--- src/rtl/neopixel_frame_loader.sv ---
`default_nettype none
// ============================================================================
// Module   : neopixel_frame_loader
// Brief    : Snapshots a frame of 3-bit colour codes, maps each through a
//            fixed palette to 8-bit R/G/B, issues one load per pixel to the
//            Neopixel controller, then a single go. Tracks the controller
//            ready handshake, reports busy/done and queues one pending update.
// Options  : NEOPIXEL_DIM_EN - adds a 'dim' input that drops every lit
//            palette channel to LEVEL>>2.
// Revision : 1.0 - initial release
// ============================================================================
module neopixel_frame_loader #(
    parameter int          NUM_PIXELS = 8,
    parameter int          PIX_W      = $clog2(NUM_PIXELS),
    parameter logic [7:0]  LEVEL      = 8'h20
) (
    input  logic                    CLOCK_50,
    input  logic                    reset_n,
    input  logic [3*NUM_PIXELS-1:0] colors,
    input  logic                    update,
    output logic                    busy,
    output logic                    done,
    output logic [7:0]              red,
    output logic [7:0]              green,
    output logic [7:0]              blue,
    output logic [PIX_W-1:0]        pixel,
    output logic                    load,
    output logic                    go,
    input  logic                    ready
`ifdef NEOPIXEL_DIM_EN
    ,
    input  logic                    dim
`endif
);

    localparam logic [2:0] S_IDLE      = 3'd0;
    localparam logic [2:0] S_LOAD      = 3'd1;
    localparam logic [2:0] S_GO        = 3'd2;
    localparam logic [2:0] S_WAIT_ACK  = 3'd3;
    localparam logic [2:0] S_WAIT_DONE = 3'd4;

    localparam logic [PIX_W-1:0] c_LAST_IDX  = PIX_W'(NUM_PIXELS - 1);
    localparam logic [7:0]       c_LEVEL_DIM = LEVEL >> 2;

    logic [2:0]                       r_state;
    logic [PIX_W-1:0]                 r_idx;
    logic [NUM_PIXELS-1:0][2:0]       r_frame;
    logic                             r_pending;

    logic                             w_restart;
    logic [2:0]                       w_code;
    logic [7:0]                       w_level;

    // A refresh finishing with a queued or simultaneous request restarts at once
    assign w_restart = (r_state == S_WAIT_DONE) && ready && (r_pending || update);
    assign w_code    = r_frame[r_idx];

`ifdef NEOPIXEL_DIM_EN
    assign w_level = dim ? c_LEVEL_DIM : LEVEL;
`else
    assign w_level = LEVEL;
`endif

    // Main sequencer: accept, per-pixel loads, go, then wait out the refresh
    always_ff @(posedge CLOCK_50 or negedge reset_n) begin
        if (!reset_n) begin
            r_state <= S_IDLE;
            r_idx   <= '0;
            r_frame <= '0;
        end else begin
            case (r_state)
                S_IDLE: begin
                    if (update) begin
                        r_frame <= colors;
                        r_idx   <= '0;
                        r_state <= S_LOAD;
                    end
                end
                S_LOAD: begin
                    if (ready) begin
                        if (r_idx == c_LAST_IDX) begin
                            r_state <= S_GO;
                        end else begin
                            r_idx <= r_idx + PIX_W'(1);
                        end
                    end
                end
                S_GO: begin
                    if (ready) begin
                        r_state <= S_WAIT_ACK;
                    end
                end
                S_WAIT_ACK: begin
                    // Controller drops ready once it starts shifting the strip
                    if (!ready) begin
                        r_state <= S_WAIT_DONE;
                    end
                end
                S_WAIT_DONE: begin
                    if (ready) begin
                        if (w_restart) begin
                            r_frame <= colors;
                            r_idx   <= '0;
                            r_state <= S_LOAD;
                        end else begin
                            r_state <= S_IDLE;
                        end
                    end
                end
                default: begin
                    r_state <= S_IDLE;
                end
            endcase
        end
    end

    // Single-entry request queue: any number of updates while busy coalesce
    always_ff @(posedge CLOCK_50 or negedge reset_n) begin
        if (!reset_n) begin
            r_pending <= 1'b0;
        end else if (w_restart) begin
            r_pending <= 1'b0;
        end else if ((r_state != S_IDLE) && update) begin
            r_pending <= 1'b1;
        end
    end

    // Controller-facing outputs decoded from registered state plus ready
    always_comb begin
        busy  = (r_state != S_IDLE);
        done  = (r_state == S_WAIT_DONE) && ready;
        load  = 1'b0;
        go    = 1'b0;
        pixel = '0;
        red   = 8'h00;
        green = 8'h00;
        blue  = 8'h00;
        if (r_state == S_GO) begin
            go = ready;
        end
        if (r_state == S_LOAD) begin
            load  = ready;
            pixel = r_idx;
            case (w_code)
                3'd1: begin red = w_level; end
                3'd2: begin green = w_level; end
                3'd3: begin blue = w_level; end
                3'd4: begin red = w_level; green = w_level; end
                3'd5: begin green = w_level; blue = w_level; end
                3'd6: begin red = w_level; blue = w_level; end
                3'd7: begin red = w_level; green = w_level; blue = w_level; end
                default: begin end
            endcase
        end
    end

endmodule
`default_nettype wire

--- config.mk ---
export PLATFORM = sky130hd
export DESIGN_NAME = neopixel_frame_loader
export DESIGN_NICKNAME = d
export VERILOG_FILES = /design/src/rtl/neopixel_frame_loader.sv
export SDC_FILE = /design/constraint.sdc
export NUM_CORES = 1
export LEC_CHECK = 0
export BUFFER_PORTS_ARGS = -buffer_cell sky130_fd_sc_hd__buf_2
export CAP_MARGIN = 10
export CORE_UTILIZATION = 40
export DETAILED_ROUTE_END_ITERATION = 8
export GPL_TIMING_DRIVEN = 0
export PLACE_DENSITY = 0.66
export SLEW_MARGIN = 10
export SYNTH_ARGS = -nofsm -noshare
export SYNTH_HDL_FRONTEND = slang
export SYNTH_SLANG_ARGS = --single-unit
--- constraint.sdc ---
create_clock -name CLOCK_50 -period 3.1 [get_ports CLOCK_50]
set_input_delay 0.31 -clock CLOCK_50 [delete_from_list [all_inputs] [get_ports CLOCK_50]]
set_output_delay 0.31 -clock CLOCK_50 [all_outputs]
set_load 0.005 [all_outputs]
== Word-level counts from Yosys, hierarchy flattened ==
Index checks and enable logic that the tools add are counted.
Word-level totals
  output and inout port bits: 31
  input bits: 28
  register bits after elaboration: 31
Cells by class
  mux-type cells: 31
  add/sub/neg operators: 1
  equal/unequal tests: 20
  reductions and logical operators: 15
  order comparisons: 1
Operators with widths (count)
  2-to-1 mux 24 bit: 3
  one-hot mux 24 bit (2 select lines): 1
  2-to-1 mux 3 bit: 13
  2-to-1 mux 6 bit: 6
  equality test 3 bit (second input constant): 6
  != test 2 bit (second input constant): 8
  one-hot mux 3 bit (5 select lines): 1
  equality test 3 x 2 -> 1 bit (second input constant): 4
  AND reduction 6 bit: 2
  OR reduction 4 bit: 3
  binary-select mux 3 bit (select 3 bit): 1
  one-hot mux 3 bit (3 select lines): 1
  equality test 3 x 1 -> 1 bit (second input constant): 2
  nonzero test 3 bit: 2
  2-to-1 mux 1 bit: 5
  less-than comparator 3 x 4 -> 1 bit (second input constant): 1
  AND reduction 4 bit: 1
  nonzero test 2 bit: 2
  adder 3 x 1 -> 3 bit (second input constant): 1
  logical AND 1 bit: 3
  zero test 3 bit: 1
  logical OR 1 bit: 1

== Logic depth before layout (Yosys ltp) ==
Gate-level depths: netlist of the first run.
  depth after elaboration: 6
  mapped depth: 6
  mapped depth without buffers: 6

== Worst setup path after synthesis of the first run ==
No wires, ideal clock.
  path kind: register -> output
  start point: register r_idx[1]
  end point: output port red[5]
  cell stages (with the launch flop): 6
  arrival: 1.592 ns
  data required time: 2.790 ns
  path slack: 1.198 ns
  cells stage by stage: dfrtp_1 buf_6 mux4_1 mux2_4 nor2_1 mux2i_1
On the way
  cells in the longest elaborated chain, start to end: 6
Ends and longest elaborated chain
  from (decl): RTL line 46  | logic [PIX_W-1:0] r_idx;
  from (signal assigned): RTL line 84  | r_idx <= r_idx + PIX_W'(1);
  binary-select mux 3 bit (select 3 bit) (*): RTL line 56  | assign w_code = r_frame[r_idx];
  2-to-1 mux 3 bit (not written as such) (*): RTL line 56
  equality test 3 bit / equality test 3 x 1 -> 1 bit (equally long branches): RTL line 144  | case (w_code)
  OR reduction 4 bit (no source line) (*)
  2-to-1 mux 6 bit (*): RTL line 144
  2-to-1 mux 6 bit (*): RTL line 141  | if (r_state == S_LOAD) begin
  to (decl): RTL line 23  | output logic [7:0] red,
Every way passes the cells marked *; elsewhere a longest branch is shown, timed or not. The select of a mux whose other input is x is not followed.

== Final worst setup path of the first run ==
Ends and elaborated chain as after synthesis.

==> results of run 1 <==
[placed cells by master, fill, tap and decap left out, types with 2 or more instances in the layout]
cell,count
mux2i_1,4
mux4_1,3
conb_1,21
mux2_2,23
buf_4,21
nor3_1,2
nor2_1,3
a21oi_1,6
clkbuf_1,5
clkbuf_2,2
ha_1,2
mux4_2,3
mux2_1,2
nand2_1,4
nand3b_1,2
buf_6,4
buf_2,36
clkbuf_8,5
and2_1,3
dfrtp_1,31
[per-layer routing]
layer | vias up | track usage, % | wire length (µm)
met2 | 55 | 22.65 | 1466
li1 | 596 | - | -
met3 | 6 | 3.216 | 198
met1 | 556 | 20.04 | 1569
met5 | - | 0 | 0
met4 | 0 | 6.803 | 44
[synthesized netlist by cell type, types with 2 or more instances]
master    instances  area [µm²]
clkbuf_1          3       11.26
mux4_2            3       67.56
mux2_1            2       22.52
nand2_1           4       15.01
buf_6             4       45.04
and2_1            3       18.77
ha_1              2       25.02
nor3_1            2       10.01
buf_4            21       157.7
mux2i_1           4       40.04
mux2_2           23       259.0
nor2_1            3       11.26
nand3b_1          2       15.01
a21oi_1           6       30.03
mux4_1            3       78.83
clkbuf_2          2       10.01
dfrtp_1          31       775.7
[flip-flops by register name, summed over array words and instances, names as in the netlist]
signal     count
r_pending      1
r_state        3
r_frame       24
r_idx          3
[worst register-to-register path, stage by stage (launching register included)]
cell	delay (ns)
dfrtp_1	0.44
a21oi_2	0.12
a2111oi_4	0.60
buf_6	0.24
mux2_2	0.35
[logic make-up (layout without fill, tap and decap cells)]
logic type / Yosys count / after routing / synth area share (%)
flops: 31 / 31 / 43.15
simple gates: 22 / 22 / 7.308
buf+inv: 32 / 76 / 12.87
other cells: 1 / 21 / 0.2086
mux: 37 / 37 / 27.63
fa+ha+maj: 2 / 2 / 1.392
compound gates: 16 / 16 / 7.447
[area by class of cell]
type | instances | share of cell area (%)
Inverter | 2 | 0.3413
Clock buffer | 7 | 3.470
Tap cell | 52 | 2.958
Clock inverter | 1 | 0.2275
Multi-Input combinational cell | 98 | 39.36
Timing Repair Buffer | 36 | 8.191
Sequential cell | 31 | 35.27
Buffer | 30 | 10.18
[power by group]
group	switching, mW	internal, mW	leakage, nW	total, mW
clock network	0.142	0.157	0.0422	0.300
logic	0.387	0.559	0.654	0.946
registers	0.100	0.590	0.372	0.690
total	0.629	1.31	1.07	1.93
[stage by stage]
step | setup WS (ns) | area (µm²) | utilization, % | hold WS [ns]
floorplan | 1.198 | 1873 | - | 0.01441
global placement | 0.9977 | 2118 | 48.99 | 0.3968
detailed placement | 0.9557 | 2118 | 48.99 | 0.3949
CTS | 0.6448 | 2200 | 50.87 | 0.09250
global route | 0.5327 | 2200 | 50.87 | 0.1399
finish | 0.6821 | 2200 | 50.87 | 0.07514
[path summary, 6_finish.rpt]
| path | start | to | slack [ns] | depth (start not counted) |
|---|---|---|---|---|
| max in group asynchronous | reset_n | r_frame[9]$_DFFE_PN0P_ | 2.58 | 1 |
| worst max register to register | r_state[2]$_DFFE_PN0P_ | r_frame[22]$_DFFE_PN0P_ | 1.24 | 4 |
| worst min-delay path | reset_n | r_frame[17]$_DFFE_PN0P_ | 0.08 | 1 |
| worst min register to register | r_frame[21]$_DFFE_PN0P_ | r_frame[21]$_DFFE_PN0P_ | 0.48 | 1 |
| min in group CLOCK_50 | colors[21] | r_frame[21]$_DFFE_PN0P_ | 0.24 | 2 |
| worst max-delay path | r_idx[1]$_DFFE_PN0P_ | red[5] | 0.68 | 6 |
==> results.yml, run 1 <==
layout:
  seq_area_um2: 775.7
  n_fill_cell: 393
  stdcell_count: 257
  drive_above_1_share_pct: 50.24
  syn2layout_area_growth_pct: 22.34
  multi_input_area_um2: 865.8
  antenna_cells: 0
  nets: 234
critical_path:
  start_kind: "register"
  critPathRequiredTime_ns: 2.79
  crit_chain: "buf_6 > mux4_1 > mux2_4 > nor2_1 > mux2i_1 > buf_2"
  critPathTopFamily: "multiplexers"
  path_max_fanout: 6
  worstSetupPathType: "register to output pin"
  critPathArrivalTime_ns: 2.11
  end_kind: "output pin"
  slowest_stage: "mux4_1"
  critPathMaxStageDelay_ns: 0.55
  path_buf_inv: 2
synth:
  syn_area_mm2: 0.001798
  synth.yosys.seq_area_share_pct: 43.15
  avgSynthCellArea_um2: 12.75
  yosys_most_used_dff: "dfrtp_1"
  yosys_warnings: 0
  synth_cell_types: 40
  async_flop_share_pct: 100.0
  ys_seq_elements: 31
  syn_inst: 141
  synth_edf_count: 0
drt:
  finalWirelength_mm: 3.278
  first_pass_iters: 4
  num_vias: 1213
  vias_per_cell: 4.720
  wire_per_inst_um: 12.75
  drt_iter0_drc: 35
  route.detailed.drc: 0
  ant_nets: 0
die:
  start_util_pct: 41.58
  core_area_mm2: 0.004324
  die_area_mm2: 0.004767
  rows: 24
  die_height_um: 69.05
  io_pins: 59
  die_w_um: 69.05
sta:
  finalSetupViolCount: 0
  finalHoldViolCount: 0
  drv_slew: 0
  max_slew_margin_pct: 53.55
  fmax_mhz: 413.6
  finClkSkew_ns: 0.003308
  fin_tns_setup_ns: 0
  rsz0062_at_grt: "false"
  fin_crit_ns: 2.418
  worst-slew-pin-transition_ns: 0.6968
  period_share_pct: 78.00
cts:
  post_cts_buffers: 0
  htree_levels: 2
  cts.reportedPaths.clkPinSlew_ns: 0.06
  clk_latency_ns: 0.28
  tritoncts: "built"
  cts_buffers: 5
  cts-root-buf: "clkbuf_8"
  cts_hold_buf: 0
  clock-sinks: 31
  cts_max_path_buffers: 2
  cts_resized: 0
power_and_ir_drop:
  p_leak_nw: 1.069
  power_mw: 1.935
  power_density_mw_per_mm2: 879.7
  ir_drop_v: 0.0005377
global_routing:
  grt_pass1_vias: 1194
  grt_first_pass_wirelength_mm: 5.595
  grt_overflow: 0
  antenna_found_initial: 0
  gr-usage-all-layers_pct: 14.80
  grt_max_degree: 32
place:
  dp_cells: 249
  place_congestion: 0.7638
  dp_hpwl_mm: 2.510
  port_buffers: 36
worst_hold_path:
  worstHoldPathType: "input pin to asynchronous set/reset pin"
outcome:
  status: "complete, no violations"
flow_run:
  drv_cap: 0
No activity file was read; power rests on OpenSTA's default activity.
==> run 2: changes to the inputs <==
Clock period 3.1 ns to 2.26 ns, I/O delays scaled along.
==> run 2 against run 1 <==
Against the previous run: the flow now finishes with violations (hold timing, setup timing); sequential share of layout area fell by 1.1 points; via count grew 1.3%; sequential cell count stayed put; critical path type unchanged.
==> results.yml, run 2 (synthesis results as in run 1) <==
outcome:
  status: "finished with violations"
  violations: "hold timing, setup timing"
global_routing:
  antenna_found_initial: 0
  grt_pass1_vias: 1193
  global_route.usage.met2_pct: 23.30
  grt_overflow: 0
  gr-usage-all-layers_pct: 15.30
  grt_max_degree: 32
  use_met1_pct: 21.01
  grt_first_pass_wirelength_mm: 5.775
  top_usage_layer: "met2"
  gr-usage-met3_pct: 3.216
sta:
  finalHoldViolCount: 31
  max_slew_margin_pct: 53.44
  whs_ns: -0.006724
  rsz0062_at_grt: "true"
  drv_slew: 0
  finClkSkew_ns: 0.002090
  fin_crit_ns: 2.269
  worst-slew-pin-transition_ns: 0.6984
  setup_ws_ns: -0.008693
  period_share_pct: 100.4
  finalSetupViolCount: 1
  fmax_mhz: 440.8
critical_path:
  start_kind: "register"
  reg2reg_slack_ns: 0.38
  path_max_fanout: 5
  critPathRequiredTime_ns: 2.03
  worstRegToRegCells: 4
  critPathArrivalTime_ns: 2.04
  worstSetupPathType: "register to output pin"
  timing.rr.end: "r_frame[0]$_DFFE_PN0P_"
  end_kind: "output pin"
  rr_startpoint: "r_state[2]$_DFFE_PN0P_"
power_and_ir_drop:
  power_mw: 2.893
  ir_drop_v: 0.0007267
  power_density_mw_per_mm2: 1274
  p_leak_nw: 1.092
layout:
  antenna_cells: 0
  largest_reg_flops: 24
  nets: 240
  drive_above_1_share_pct: 54.03
  layout_common_cells: "buf_2, dfrtp_1, buf_4"
  reg.largest.list: "r_frame: 24 flops, r_idx: 3 flops, r_state: 3 flops"
  regMostFlops: "r_frame"
  syn2layout_area_growth_pct: 26.24
  postLayoutCoreUtil_pct: 52.49
  stdcell_count: 263
  layout_commonest_cell: "buf_2"
die:
  die_height_um: 69.05
  die_area_mm2: 0.004767
  core_area_mm2: 0.004324
  io_pins: 59
  rows: 24
  start_util_pct: 41.58
  die_w_um: 69.05
drt:
  wire_per_inst_um: 12.96
  vias_per_cell: 4.673
  ant_nets: 0
  finalWirelength_mm: 3.409
  drt_iter0_drc: 54
  num_vias: 1229
  route.detailed.drc: 0
  first_pass_iters: 4
place:
  place_ws_ns: 0.1997
  port_buffers: 36
  dp_cells: 249
  place_congestion: 0.7638
  dp_hpwl_mm: 2.510
cts:
  clock-sinks: 31
  clk_latency_ns: 0.28
  cts_hold_buf: 0
  cts_max_path_buffers: 2
  cts.reportedPaths.clkPinSlew_ns: 0.06
  htree_levels: 2
  cts-root-buf: "clkbuf_8"
  cts_buffers: 5
  tritoncts: "built"
flow_run:
  drv_cap: 0
worst_hold_path:
  worstHoldPathType: "input pin to asynchronous set/reset pin"
## run 2: cell count changes in the layout (fill, tap and decap cells not counted), sizes merged
cell	change
clkbuf	-1
buf	+7
## run 2: worst max path at each step
stage / start / endpoint / slack (ns) / cells after the start
after floorplan: r_idx[1]$_DFFE_PN0P_ / red[5] / 0.44 / 5
after global placement: r_idx[0]$_DFFE_PN0P_ / blue[5] / 0.24 / 6
after detailed placement: r_idx[1]$_DFFE_PN0P_ / red[5] / 0.20 / 6
after CTS: r_idx[0]$_DFFE_PN0P_ / red[5] / -0.03 / 6
after global routing: r_idx[0]$_DFFE_PN0P_ / red[5] / -0.1 / 6
final: r_idx[0]$_DFFE_PN0P_ / red[5] / -0.009 / 6
## run 2: area by class of cell
cell class	instances	area (µm²)
fillers	393	2054
multi-input cells	98	890.9
flip-flops and latches	31	775.7
repair buffers	42	225.2
plain buffers	30	224.0
clock buffers	7	76.32
well taps	52	65.06
inverters	2	7.507
clock inverters	1	5.005
## run 2: critical path: stages (launching register included)
cell	delay, ns
dfrtp_1	0.38
buf_6	0.14
mux4_2	0.36
mux2i_4	0.09
or4b_4	0.49
mux2i_1	0.16
buf_2	0.13
## run 2: repair_timing
action / in CTS / in global routing
resized for setup: 5 / 4
endpoints found under the setup margin: 3 / 3
buffers inserted: 4 / 2
## run 2: layer usage
layer,vias to the layer above,share of wire (%)
met5,-,0
met4,0,1.4
met3,6,5.7
met2,53,45
met1,564,48
li1,606,-
## run 2: through the flow
stage            TNS, ns  area (µm²)
2_1_floorplan          0        1873
3_5_place_dp           0        2118
4_1_cts         -0.04777        2245
5_1_grt          -0.2097        2270
6_report       -0.008693        2270
3_3_place_gp           0        2118
## run 2: where the power goes
part           leakage (nW)  internal, mW  switching (mW)
Clock                0.0422         0.216           0.195
Combinational         0.677         0.909           0.624
Sequential            0.372         0.809           0.140
Total                  1.09          1.93           0.959
